[config.mk]
export PLATFORM = sky130hd
export DESIGN_NAME = cmd_seq_ctrl
export DESIGN_NICKNAME = d
export VERILOG_FILES = /design/src/rtl/cmd_seq_ctrl.sv
export SDC_FILE = /design/constraint.sdc
export NUM_CORES = 1
export LEC_CHECK = 0
export ABC_AREA = 1
export CORE_UTILIZATION = 49
export CTS_BUF_LIST = sky130_fd_sc_hd__clkbuf_16
export DETAILED_ROUTE_END_ITERATION = 6
export PLACE_DENSITY = 0.8
export SLEW_MARGIN = 20
export SYNTH_ARGS = -nofsm -noshare
export SYNTH_HDL_FRONTEND = slang
export SYNTH_SLANG_ARGS = --single-unit
[constraint.sdc]
create_clock -name clk -period 5.41 [get_ports clk]
set_input_delay 1.082 -clock clk [delete_from_list [all_inputs] [get_ports clk]]
set_output_delay 1.082 -clock clk [all_outputs]
set_load 0.03 [all_outputs]
[src/rtl/cmd_seq_ctrl.sv]
// rtl/cmd_seq_ctrl.sv - command sequencer: fetches two-word commands from the buffer and issues them to the executor
module cmd_seq_ctrl #(
  parameter int CMD_WIDTH        = 32,
  parameter int ADDR_WIDTH       = 32,
  parameter int TRANS_ADDR_WIDTH = 8
) (
  input  logic                          clk,
  input  logic                          rst,
  input  logic                          start,
  input  logic [TRANS_ADDR_WIDTH-2:0]   start_idx,
  input  logic [TRANS_ADDR_WIDTH-1:0]   cmd_count,
  input  logic                          abort,
  input  logic                          host_wr_active,
  output logic                          cmd_rd_en,
  output logic [ADDR_WIDTH-1:0]         cmd_addr,
  input  logic                          cmd_rd_valid,
  input  logic [CMD_WIDTH-1:0]          cmd_out,
  output logic                          exec_valid,
  output logic [2*CMD_WIDTH-1:0]        exec_cmd,
  input  logic                          exec_ready,
  output logic                          busy,
  output logic                          done,
  output logic                          aborted,
  output logic [TRANS_ADDR_WIDTH-1:0]   issued_cnt
);

  localparam int IW = TRANS_ADDR_WIDTH - 1;
  localparam logic [TRANS_ADDR_WIDTH-1:0] CNT_ONE  = TRANS_ADDR_WIDTH'(1);
  localparam logic [TRANS_ADDR_WIDTH-1:0] MAX_CMDS = CNT_ONE << IW;
  localparam logic [IW-1:0]               IDX_ONE  = IW'(1);

  typedef enum logic [2:0] {S_IDLE, S_RD0, S_W0, S_RD1, S_W1, S_ISSUE, S_FIN} state_t;

  state_t                        state_q;
  logic [IW-1:0]                 idx_q;
  logic [TRANS_ADDR_WIDTH-1:0]   rem_q;
  logic [TRANS_ADDR_WIDTH-1:0]   issued_q;
  logic [CMD_WIDTH-1:0]          word0_q;
  logic [2*CMD_WIDTH-1:0]        exec_cmd_q;
  logic                          exec_valid_q;
  logic                          rd_en_q;
  logic [ADDR_WIDTH-1:0]         addr_q;
  logic                          busy_q;
  logic                          done_q;
  logic                          aborted_q;

  logic [TRANS_ADDR_WIDTH-1:0]   count_sat_d;
  logic [IW-1:0]                 idx_nx_d;
  logic                          eol_d;
  logic                          abort_d;

  function automatic logic [ADDR_WIDTH-1:0] word_addr(input logic [IW-1:0] idx, input logic hi);
    return {{(ADDR_WIDTH-TRANS_ADDR_WIDTH){1'b0}}, idx, hi};
  endfunction

  assign count_sat_d = (cmd_count > MAX_CMDS) ? MAX_CMDS : cmd_count;
  assign idx_nx_d    = idx_q + IDX_ONE;
  assign eol_d       = (exec_cmd_q[CMD_WIDTH-1 -: 4] == 4'hF);
  assign abort_d     = abort && (state_q inside {S_RD0, S_W0, S_RD1, S_W1, S_ISSUE});

  always_ff @(posedge clk or posedge rst) begin
    if (rst) begin
      state_q      <= S_IDLE;
      idx_q        <= '0;
      rem_q        <= '0;
      issued_q     <= '0;
      word0_q      <= '0;
      exec_cmd_q   <= '0;
      exec_valid_q <= 1'b0;
      rd_en_q      <= 1'b0;
      addr_q       <= '0;
      busy_q       <= 1'b0;
      done_q       <= 1'b0;
      aborted_q    <= 1'b0;
    end else begin
      done_q <= 1'b0;
      // An accept coinciding with abort still counts the command.
      if (abort_d) begin
        state_q      <= S_FIN;
        rd_en_q      <= 1'b0;
        exec_valid_q <= 1'b0;
        done_q       <= 1'b1;
        aborted_q    <= 1'b1;
        if (state_q == S_ISSUE && exec_ready) issued_q <= issued_q + CNT_ONE;
      end else begin
        case (state_q)
          S_IDLE: begin
            if (start) begin
              idx_q     <= start_idx;
              rem_q     <= count_sat_d;
              issued_q  <= '0;
              aborted_q <= 1'b0;
              busy_q    <= 1'b1;
              if (count_sat_d == '0) begin
                state_q <= S_FIN;
              end else begin
                state_q <= S_RD0;
                rd_en_q <= !host_wr_active;
                addr_q  <= word_addr(start_idx, 1'b0);
              end
            end
          end
          // The read strobe is registered, so a host write seen this cycle gates next cycle's strobe.
          S_RD0, S_RD1: begin
            if (rd_en_q) begin
              rd_en_q <= 1'b0;
              state_q <= (state_q == S_RD0) ? S_W0 : S_W1;
            end else if (!host_wr_active) begin
              rd_en_q <= 1'b1;
            end
          end
          S_W0: begin
            if (cmd_rd_valid) begin
              word0_q <= cmd_out;
              state_q <= S_RD1;
              rd_en_q <= !host_wr_active;
              addr_q  <= word_addr(idx_q, 1'b1);
            end
          end
          S_W1: begin
            if (cmd_rd_valid) begin
              exec_cmd_q   <= {cmd_out, word0_q};
              exec_valid_q <= 1'b1;
              state_q      <= S_ISSUE;
            end
          end
          S_ISSUE: begin
            if (exec_ready) begin
              exec_valid_q <= 1'b0;
              issued_q     <= issued_q + CNT_ONE;
              idx_q        <= idx_nx_d;
              rem_q        <= rem_q - CNT_ONE;
              if (eol_d || rem_q == CNT_ONE) begin
                state_q <= S_FIN;
                done_q  <= 1'b1;
              end else begin
                state_q <= S_RD0;
                rd_en_q <= !host_wr_active;
                addr_q  <= word_addr(idx_nx_d, 1'b0);
              end
            end
          end
          // An empty sequence reaches FIN without done set and spends one extra cycle here.
          S_FIN: begin
            if (done_q) begin
              busy_q  <= 1'b0;
              state_q <= S_IDLE;
            end else begin
              done_q <= 1'b1;
            end
          end
          default: state_q <= S_IDLE;
        endcase
      end
    end
  end

  assign cmd_rd_en  = rd_en_q;
  assign cmd_addr   = addr_q;
  assign exec_valid = exec_valid_q;
  assign exec_cmd   = exec_cmd_q;
  assign busy       = busy_q;
  assign done       = done_q;
  assign aborted    = aborted_q;
  assign issued_cnt = issued_q;

endmodule
==> results of run 1 <==
==> where the power goes <==
group	switching [W]	leakage (nW)	internal, W
combinational	0.00143	2.12	0.000967
clock	0.000408	0.269	0.000662
sequential	0.000323	1.72	0.00146
==> how the worst max path moves through the flow <==
stage                               to
after global placement    exec_cmd[29]
final                     exec_cmd[27]
after detailed placement  exec_cmd[31]
after CTS                   word0_q[3]
after global routing      exec_cmd[27]
after floorplan                aborted
==> per-stage QoR <==
stage / hold WS, ns / setup slack [ns] / total power [W] / area, um^2 / util (%)
after floorplan: 0.443 / 0.717 / 0.00335 / 6470 / -
after global placement: 0.457 / 2.09 / 0.00412 / 7740 / 61.1
after detailed placement: 0.465 / 2.05 / 0.00419 / 7740 / 61.1
after CTS: 0.480 / 2.41 / 0.00529 / 8280 / 65.3
after global routing: 0.492 / 2.30 / 0.00559 / 8290 / 65.4
final: 0.476 / 2.47 / 0.00525 / 8290 / 65.4
==> critical path, delay by kind of cell <==
family        cells  cell delay (ns)
buf+inv           3             0.96
simple gates      3             0.81
mux               1             0.36
==> cell usage in the layout, fill, tap and decap left out, types with 6 or more instances in the layout <==
cell               n
nand3_1           33
mux2_4            20
o21ai_0           71
conb_1            24
nor2_1            33
a21oi_1           12
nor3_1             7
clkbuf_16         17
inv_1             66
o21ai_1           20
mux2_1            12
clkinv_2           6
dfrtp_1          135
inv_2              6
nand2_1          195
clkdlybuf4s50_1  138
==> metal layers <==
layer / vias to the layer above / routed length, um
li1: 2464 / -
met1: 2354 / 6320
met2: 137 / 6840
met3: 8 / 694
met4: 0 / 133
met5: - / 0
==> flip-flops by register name, indices dropped and copies added (netlist names) <==
signal / flops
cmd_addr: 8
busy: 1
issued_cnt: 8
aborted: 1
cmd_rd_en: 1
exec_valid: 1
idx_q: 7
state_q: 3
rem_q: 8
done: 1
word0_q: 32
exec_cmd: 64
==> cells by family (layout without fill, tap and decap cells) <==
group | count (synthesis) | count (layout) | synth area share [%]
flip-flops | 135 | 135 | 52.9
other | 1 | 24 | 0.0587
AO/OA/AOI/OAI | 111 | 111 | 9.01
adder cells (fa/ha/maj) | 4 | 4 | 0.784
AND/OR/NAND/NOR | 293 | 293 | 20.3
buffers and inverters | 124 | 242 | 9.89
multiplexers | 32 | 32 | 6.82
XOR/XNOR | 2 | 2 | 0.274
==> final cells by class <==
class | count | area (um^2)
Fill cell | 1030 | 4380
Sequential cell | 135 | 3380
Multi-Input combinational cell | 466 | 2480
Timing Repair Buffer | 140 | 1400
Clock buffer | 17 | 425
Inverter | 73 | 282
Tap cell | 172 | 215
Clock inverter | 12 | 114
==> impl_metrics.env, run 1 <==
export IMPL_clock_sinks=135
export IMPL_outcome="complete, no violations"
export IMPL_yosysMostFrequentCell="nand2_1"
export IMPL_grt_total_usage_pct=22.1
export IMPL_antenna_cells=0
export IMPL_hold_start="word0_q[28]"
export IMPL_crit_chain="clkdlybuf4s50_1 -> nand2_1 -> inv_2 -> nand2_4 -> nand3_4 -> buf_4 -> mux2_1"
export IMPL_ant_nets=0
export IMPL_holdPathStages=1
export IMPL_post_cts_resized=0
export IMPL_synth_flop_cell="dfrtp_1"
export IMPL_routed_via_density=4.89
export IMPL_first_iter_violations=320
export IMPL_r2r_start="state_q[2]"
export IMPL_antenna_found_initial=0
export IMPL_cp_arrival_ns=3.22
export IMPL_worstSetupStartpointType="primary input"
export IMPL_grt_pass1_wl_um=22800
export IMPL_drv_slew=0
export IMPL_routabilityCongestion=0.845
export IMPL_r2r_end="exec_cmd[27]"
export IMPL_h_tree_depth=4
export IMPL_yosys_warnings=0
export IMPL_num_rows=41
export IMPL_start_util_pct=50.4
export IMPL_synth_cell_types=37
export IMPL_hold_viol=0
export IMPL_clockBufferDepth=2
export IMPL_synth_top_area_share_pct=52.9
export IMPL_die_x_um=116
export IMPL_clock_latency_ns=0.40
export IMPL_die_area_mm2=0.0135
export IMPL_ys_ff_latch=135
export IMPL_hold_class="reg2reg"
export IMPL_synth_area_mm2=0.00639
export IMPL_avgSynthCellArea_um2=9.10
export IMPL_grt_pass1_vias=4626
export IMPL_setup_tns_ns=0
export IMPL_tightestPinTransition_ns=0.763
export IMPL_reg2reg_slack_ns=2.77
export IMPL_relSlewSlack_pct=49.1
export IMPL_synth_edf_count=0
export IMPL_maxCapViolations=0
export IMPL_syn_inst=702
export IMPL_grt_busiest_layer="met2"
export IMPL_use_met1_pct=30.2
export IMPL_slowest_delay_ns=0.57
export IMPL_irDropWorstVdd_uv=386
export IMPL_vias=4963
export IMPL_die_height_um=116
export IMPL_worst_setup_hold_path_clk_slew_ns=0.05
export IMPL_cpMaxStageDelayCell="nand3_4"
export IMPL_grt_overflow=0
export IMPL_io_buffers=138
export IMPL_cts_root_buf="clkbuf_16"
export IMPL_dp_cells=986
export IMPL_setup_violations=0
export IMPL_cts_hold_buf=0
export IMPL_drt_total_wl_um=14000
export IMPL_fmax_mhz=340
export IMPL_postCtsSetupBuffers=0
export IMPL_leakage_nw=4.11
export IMPL_fin_crit_sh_pct=54.3
export IMPL_synth_top_cell_by_area="dfrtp_1"
export IMPL_grt_met3_usage_pct=5.19
export IMPL_synth_area_leaders="dfrtp_1 53%, nand2_1 11%, o21ai_0 5.6%"
export IMPL_rsz0062_at_grt="false"
export IMPL_numCtsBuffers=17
export IMPL_finalNetCount=891
export IMPL_ios=163
export IMPL_first_pass_iters=4
export IMPL_seq_area_frac_synth_pct=52.9
export IMPL_fin_worst_skew_ns=0.0118
export IMPL_async_reset_ff_share_pct=100
export IMPL_netlist_top_cells_count="195 x nand2_1, 135 x dfrtp_1, 71 x o21ai_0"
export IMPL_min_period_ns=2.94
export IMPL_r2r_cells=7
export IMPL_grt_max_degree=114
export IMPL_cts_tree="yes"
export IMPL_hpwl_um=9490
export IMPL_criticalPathCategory="in2reg"
export IMPL_critPathCaptureType="flop"
export IMPL_wl_per_cell_um=13.8
export IMPL_area_growth_syn_to_layout_pct=29.7
export IMPL_coreArea_mm2=0.0127
export IMPL_cp_max_fo=59
export IMPL_grtUsageMet2_pct=34.7
export IMPL_final_cells=1015
export IMPL_drc=0
export IMPL_min_to="exec_cmd[28]"
export IMPL_power_density_mw_per_mm2=634
export IMPL_required_ns=5.69
export IMPL_drive_above_1_share_pct=9.02
export IMPL_startpoint="abort"
(Power assumes the default switching activity.)
==> inputs of run 2 (changes only) <==
- CORE_UTILIZATION: 49 -> 45
- PLACE_DENSITY: 0.8 -> 0.77
- clock period: 5.41 -> 2.5 ns (I/O delays scaled with it)
==> run 2 against run 1 <==
Effect of this change:
- combinational power increased by 120%
- largest power group unchanged
- clock power rose by 120%
- setup slack worse by 2.0 ns
- global-route usage shrank 1.9 points
- sequential cell count unchanged
- clock skew decreased by 0.0020 ns
- worst hold slack got worse by 0.0029 ns
- sequential power grew 110%
- sequential share of layout area down 0.72 points
- register-to-register slack worse by 2.3 ns
- routed wire length down 0.96%
==> impl_metrics.env, run 2 (synthesis results as in run 1) <==
export IMPL_power_density_mw_per_mm2=1350
export IMPL_ios=163
export IMPL_first_iter_violations=233
export IMPL_layout_commonest_cell="nand2_1"
export IMPL_holdPathStages=2
export IMPL_irDropWorstVdd_uv=655
export IMPL_setup_violations=0
export IMPL_min_period_ns=2.07
export IMPL_outcome="complete, no violations"
export IMPL_routed_via_density=4.82
export IMPL_critPathCaptureType="output pin"
export IMPL_crit_family="buffers and inverters"
export IMPL_drive_above_1_share_pct=10.5
export IMPL_grt_max_degree=66
export IMPL_drt_total_wl_um=13900
export IMPL_routabilityCongestion=0.831
export IMPL_crit_buf_inv=1
export IMPL_io_buffers=138
export IMPL_postCtsSetupBuffers=0
export IMPL_first_pass_iters=4
export IMPL_post_cts_resized=0
export IMPL_drv_slew=0
export IMPL_area_growth_syn_to_layout_pct=32.1
export IMPL_r2r_cells=6
export IMPL_criticalPathCategory="reg2out"
export IMPL_rsz0062_at_grt="false"
export IMPL_leakage_nw=4.17
export IMPL_largest_reg_flops=64
export IMPL_coreArea_mm2=0.0139
export IMPL_hold_viol=0
export IMPL_relSlewSlack_pct=60.9
export IMPL_p_int_w=0.00669
export IMPL_cts_tree="yes"
export IMPL_cp_arrival_ns=1.57
export IMPL_die_area_mm2=0.0147
export IMPL_die_height_um=121
export IMPL_cts_root_buf="clkbuf_16"
export IMPL_p_seq_share_pct=33.6
export IMPL_dp_slack_ns=0.393
export IMPL_crit_chain="clkdlybuf4s50_1"
export IMPL_num_rows=43
export IMPL_fin_worst_skew_ns=0.00977
export IMPL_numCtsBuffers=17
export IMPL_cts_hold_buf=0
export IMPL_fin_crit_sh_pct=82.6
export IMPL_power_frac_clock_pct=20.3
export IMPL_worst_setup_hold_path_clk_slew_ns=0.05
export IMPL_ant_nets=0
export IMPL_clockBufferDepth=2
export IMPL_die_x_um=121
export IMPL_hold_start="cmd_addr[0]"
export IMPL_grt_total_usage_pct=20.1
export IMPL_final_cell_mix="195 x nand2_1, 138 x clkdlybuf4s50_1, 135 x dfrtp_1, 71 x o21ai_0, 67 x inv_1"
export IMPL_tightestPinTransition_ns=0.586
export IMPL_grt_pass1_wl_um=23000
export IMPL_h_tree_depth=4
export IMPL_min_to="cmd_addr[0]"
export IMPL_required_ns=2.00
export IMPL_worstSetupStartpointType="flop"
export IMPL_antenna_found_initial=0
export IMPL_combPwrFrac_pct=46.1
export IMPL_reg2reg_slack_ns=0.52
export IMPL_finalNetCount=902
export IMPL_p_switching_w=0.00470
export IMPL_vias=5003
export IMPL_cp_max_fo=6
export IMPL_setup_tns_ns=0
export IMPL_slowest_delay_ns=0.71
export IMPL_hold_class="reg2reg"
export IMPL_antenna_cells=0
export IMPL_grt_overflow=0
export IMPL_hpwl_um=9900
export IMPL_setup_slack_ns=0.435
export IMPL_fmax_mhz=484
export IMPL_clock_latency_ns=0.41
export IMPL_maxCapViolations=0
export IMPL_r2r_end="word0_q[14]"
export IMPL_r2r_start="state_q[0]"
export IMPL_clock_sinks=135
export IMPL_grt_pass1_vias=4711
export IMPL_fill_cells=1208
export IMPL_wl_per_cell_um=13.4
export IMPL_start_util_pct=46.0
export IMPL_cpMaxStageDelayCell="clkdlybuf4s50_1"
export IMPL_drc=0
export IMPL_power_switching_share_pct=41.2
==> run 2: worst max-delay path by stage <==
| stage | startpoint | endpoint | cells past startpoint |
|---|---|---|---|
| final | issued_cnt[4] | issued_cnt[4] | 1 |
| after global routing | issued_cnt[4] | issued_cnt[4] | 1 |
| after CTS | issued_cnt[4] | issued_cnt[4] | 1 |
| after detailed placement | abort | exec_cmd[11] | 7 |
| after global placement | abort | exec_cmd[15] | 7 |
| after floorplan | rst | aborted | 1 |
==> run 2: routing by layer <==
metal	wire [um]	share of wire (%)	track usage, %	vias to the layer above
li1	-	-	-	2489
met5	0	0	0	-
met3	723	5.2	5.03	19
met1	6470	47	27.2	2354
met4	275	2.0	8.64	0
met2	6390	46	30.7	141
==> run 2: through the flow <==
stage | cell area (um^2) | std cells | hold slack [ns] | util (%) | power (W)
floorplan | 6480 | 725 | 0.443 | - | 0.00725
global placement | 7880 | 1005 | 0.459 | 56.8 | 0.00899
detailed placement | 7880 | 1005 | 0.467 | 56.8 | 0.00913
CTS | 8440 | 1037 | 0.483 | 60.8 | 0.0115
global route | 8440 | 1037 | 0.503 | 60.8 | 0.0121
finish | 8440 | 1037 | 0.473 | 60.8 | 0.0114
==> run 2: final cells by class <==
class | count | area, um^2 | area share, %
clock inverter | 15 | 131 | 1.56
tap | 180 | 225 | 2.67
inverter | 73 | 278 | 3.29
timing repair buffer | 151 | 1530 | 18.1
sequential | 135 | 3380 | 40.0
multi-input combinational | 466 | 2470 | 29.3
clock buffer | 17 | 425 | 5.04
==> run 2: power groups by stage <==
stage	Combinational (W)	Sequential, W	Clock [W]
after floorplan	0.00236	0.00489	0
after global placement	0.00517	0.00382	0
after detailed placement	0.00528	0.00384	0
after CTS	0.00530	0.00383	0.00238
after global routing	0.00572	0.00395	0.00247
final	0.00525	0.00383	0.00231
==> inputs of run 3 (changes only) <==
- clock period: 2.5 -> 1.8 ns (I/O delays scaled with it)
==> run 3 against run 2 <==
Effect of this change:
- clock skew is 0.0031 ns lower
- via count is 1.1% higher
- clock power is 42% higher
- setup slack worse by 0.30 ns
- critical path depth is 7 higher
- sequential cell count stayed put
- non-clock buffer count is 15 higher
- cell count is 1.4% higher
- critical endpoint is now exec_cmd[45]
- largest cell class unchanged
- largest power group unchanged
- highest routed layer unchanged
==> impl_metrics.env, run 3 (synthesis results as in run 1) <==
export IMPL_criticalPathCategory="reg2reg"
export IMPL_power_switching_share_pct=42.1
export IMPL_grt_max_degree=77
export IMPL_antenna_cells=0
export IMPL_drt_total_wl_um=14200
export IMPL_drc=0
export IMPL_worstSetupStartpointType="flop"
export IMPL_startpoint="state_q[2]"
export IMPL_r2r_cells=8
export IMPL_place_area_mm2=0.00801
export IMPL_combPwrFrac_pct=44.8
export IMPL_required_ns=2.08
export IMPL_grt_pass1_wl_um=23700
export IMPL_area_growth_syn_to_layout_pct=32.9
export IMPL_p_switching_w=0.00657
export IMPL_h_tree_depth=4
export IMPL_drv_slew=0
export IMPL_antenna_found_initial=0
export IMPL_fin_crit_sh_pct=92.8
export IMPL_worst_setup_hold_path_clk_slew_ns=0.06
export IMPL_num_rows=43
export IMPL_cts_tree="yes"
export IMPL_first_iter_violations=315
export IMPL_largest_reg_flops=64
export IMPL_vias=5060
export IMPL_crit_end="exec_cmd[45]"
export IMPL_grt_total_usage_pct=20.8
export IMPL_first_pass_iters=5
export IMPL_ant_nets=0
export IMPL_layout_commonest_cell="nand2_1"
export IMPL_fin_worst_skew_ns=0.00662
export IMPL_finalNetCount=917
export IMPL_cpMostUsedCell="nand2_4"
export IMPL_hpwl_um=10000
export IMPL_min_period_ns=1.67
export IMPL_cpMaxStageDelayCell="dfrtp_2"
export IMPL_drive_above_1_share_pct=12.2
export IMPL_leakage_nw=4.51
export IMPL_setup_tns_ns=0
export IMPL_p_seq_share_pct=34.1
export IMPL_power_density_mw_per_mm2=1830
export IMPL_r2r_start="state_q[2]"
export IMPL_fin_area_mm2=0.00849
export IMPL_final_cell_mix="195 x nand2_1, 133 x dfrtp_1, 84 x dlygate4sd2_1, 70 x o21ai_0, 69 x inv_1"
export IMPL_fill_cells=1220
export IMPL_grt_pass1_vias=4828
export IMPL_numCtsBuffers=17
export IMPL_clockBufferDepth=2
export IMPL_hold_viol=0
export IMPL_fmax_mhz=599
export IMPL_slowest_delay_ns=0.47
export IMPL_start_util_pct=46.0
export IMPL_critPathCaptureType="flop"
export IMPL_cp_max_fo=30
export IMPL_r2r_end="exec_cmd[45]"
export IMPL_cp_arrival_ns=1.95
export IMPL_path_depth=8
export IMPL_coreArea_mm2=0.0139
export IMPL_crit_family="simple AND/OR/NAND/NOR gates"
export IMPL_maxCapViolations=0
export IMPL_grt_overflow=0
export IMPL_clock_latency_ns=0.42
export IMPL_wl_per_cell_um=13.5
export IMPL_p_int_w=0.00902
export IMPL_hold_class="in2async"
export IMPL_routed_via_density=4.81
export IMPL_crit_chain="nor2_8 -> nand2_4 -> nand2_4 -> nand3_4 -> buf_12 -> buf_4 -> nand2_1 -> o21ai_0"
export IMPL_irDropWorstVdd_uv=988
export IMPL_die_height_um=121
export IMPL_io_buffers=138
export IMPL_p_total_w=0.0156
export IMPL_cts_root_buf="clkbuf_16"
export IMPL_die_x_um=121
export IMPL_routabilityCongestion=0.849
export IMPL_setup_violations=0
export IMPL_outcome="complete, no violations"
export IMPL_rsz0062_at_grt="true"
export IMPL_die_area_mm2=0.0147
export IMPL_cts_hold_buf=0
export IMPL_reg2reg_slack_ns=0.13
export IMPL_clock_sinks=135
export IMPL_ios=163
export IMPL_crit_buf_inv=2
export IMPL_power_frac_clock_pct=21.1
run 3: area by class of cell:
type | count | area, um^2 | area share [%]
clock buffer | 17 | 425 | 5.01
clock inverter | 14 | 139 | 1.64
inverter | 73 | 278 | 3.27
multi-input combinational | 466 | 2480 | 29.2
sequential | 135 | 3380 | 39.8
tap | 180 | 225 | 2.65
timing repair buffer | 166 | 1560 | 18.4
run 3: layer usage:
| metal | global-route usage, % | vias to the layer above | part of all wire, % |
|---|---|---|---|
| met5 | 0 | - | 0 |
| met4 | 7.87 | 0 | 1.3 |
| met3 | 4.75 | 16 | 5.3 |
| met2 | 32.3 | 132 | 46 |
| met1 | 28.3 | 2390 | 47 |
| li1 | - | 2522 | - |
run 3: per-stage QoR:
| step | hold slack [ns] | setup WS [ns] | utilization, % | cells |
|---|---|---|---|---|
| after global routing | 0.455 | -0.00441 | 61.2 | 1051 |
| after global placement | 0.458 | -0.0722 | 57.7 | 1019 |
| final | 0.427 | 0.130 | 61.2 | 1051 |
| after detailed placement | 0.462 | -0.0815 | 57.7 | 1019 |
| after floorplan | 0.443 | -0.239 | - | 725 |
| after CTS | 0.441 | 0.00437 | 61.0 | 1050 |
run 3: worst min-delay path by stage:
stage	start	to	depth (start not counted)
6_report	rst	exec_cmd[22]	3
5_1_grt	rst	exec_cmd[22]	3
4_1_cts	rst	issued_cnt[2]	3
3_5_place_dp	cmd_addr[6]	cmd_addr[6]	2
3_3_place_gp	cmd_addr[0]	cmd_addr[0]	2
2_1_floorplan	rem_q[5]	rem_q[5]	2
run 3: what timing repair did:
item,in CTS,in global routing
endpoints found under the setup margin,85,10
buffers inserted,0,1
gates cloned,0,0
gates resized for setup,85,5
pin swaps,0,1
run 3: worst min-delay path, cell delays in order:
cell	delay, ns
clkdlybuf4s50_1	0.44
clkinvlp_4	0.13
buf_12	0.29
run 3: power by group through the flow:
stage          sequential, W  clock, W  combinational (W)
3_5_place_dp         0.00536         0            0.00753
5_1_grt              0.00549   0.00348            0.00766
3_3_place_gp         0.00532         0            0.00737
2_1_floorplan        0.00679         0            0.00327
4_1_cts              0.00531   0.00335            0.00698
6_report             0.00531   0.00329            0.00699
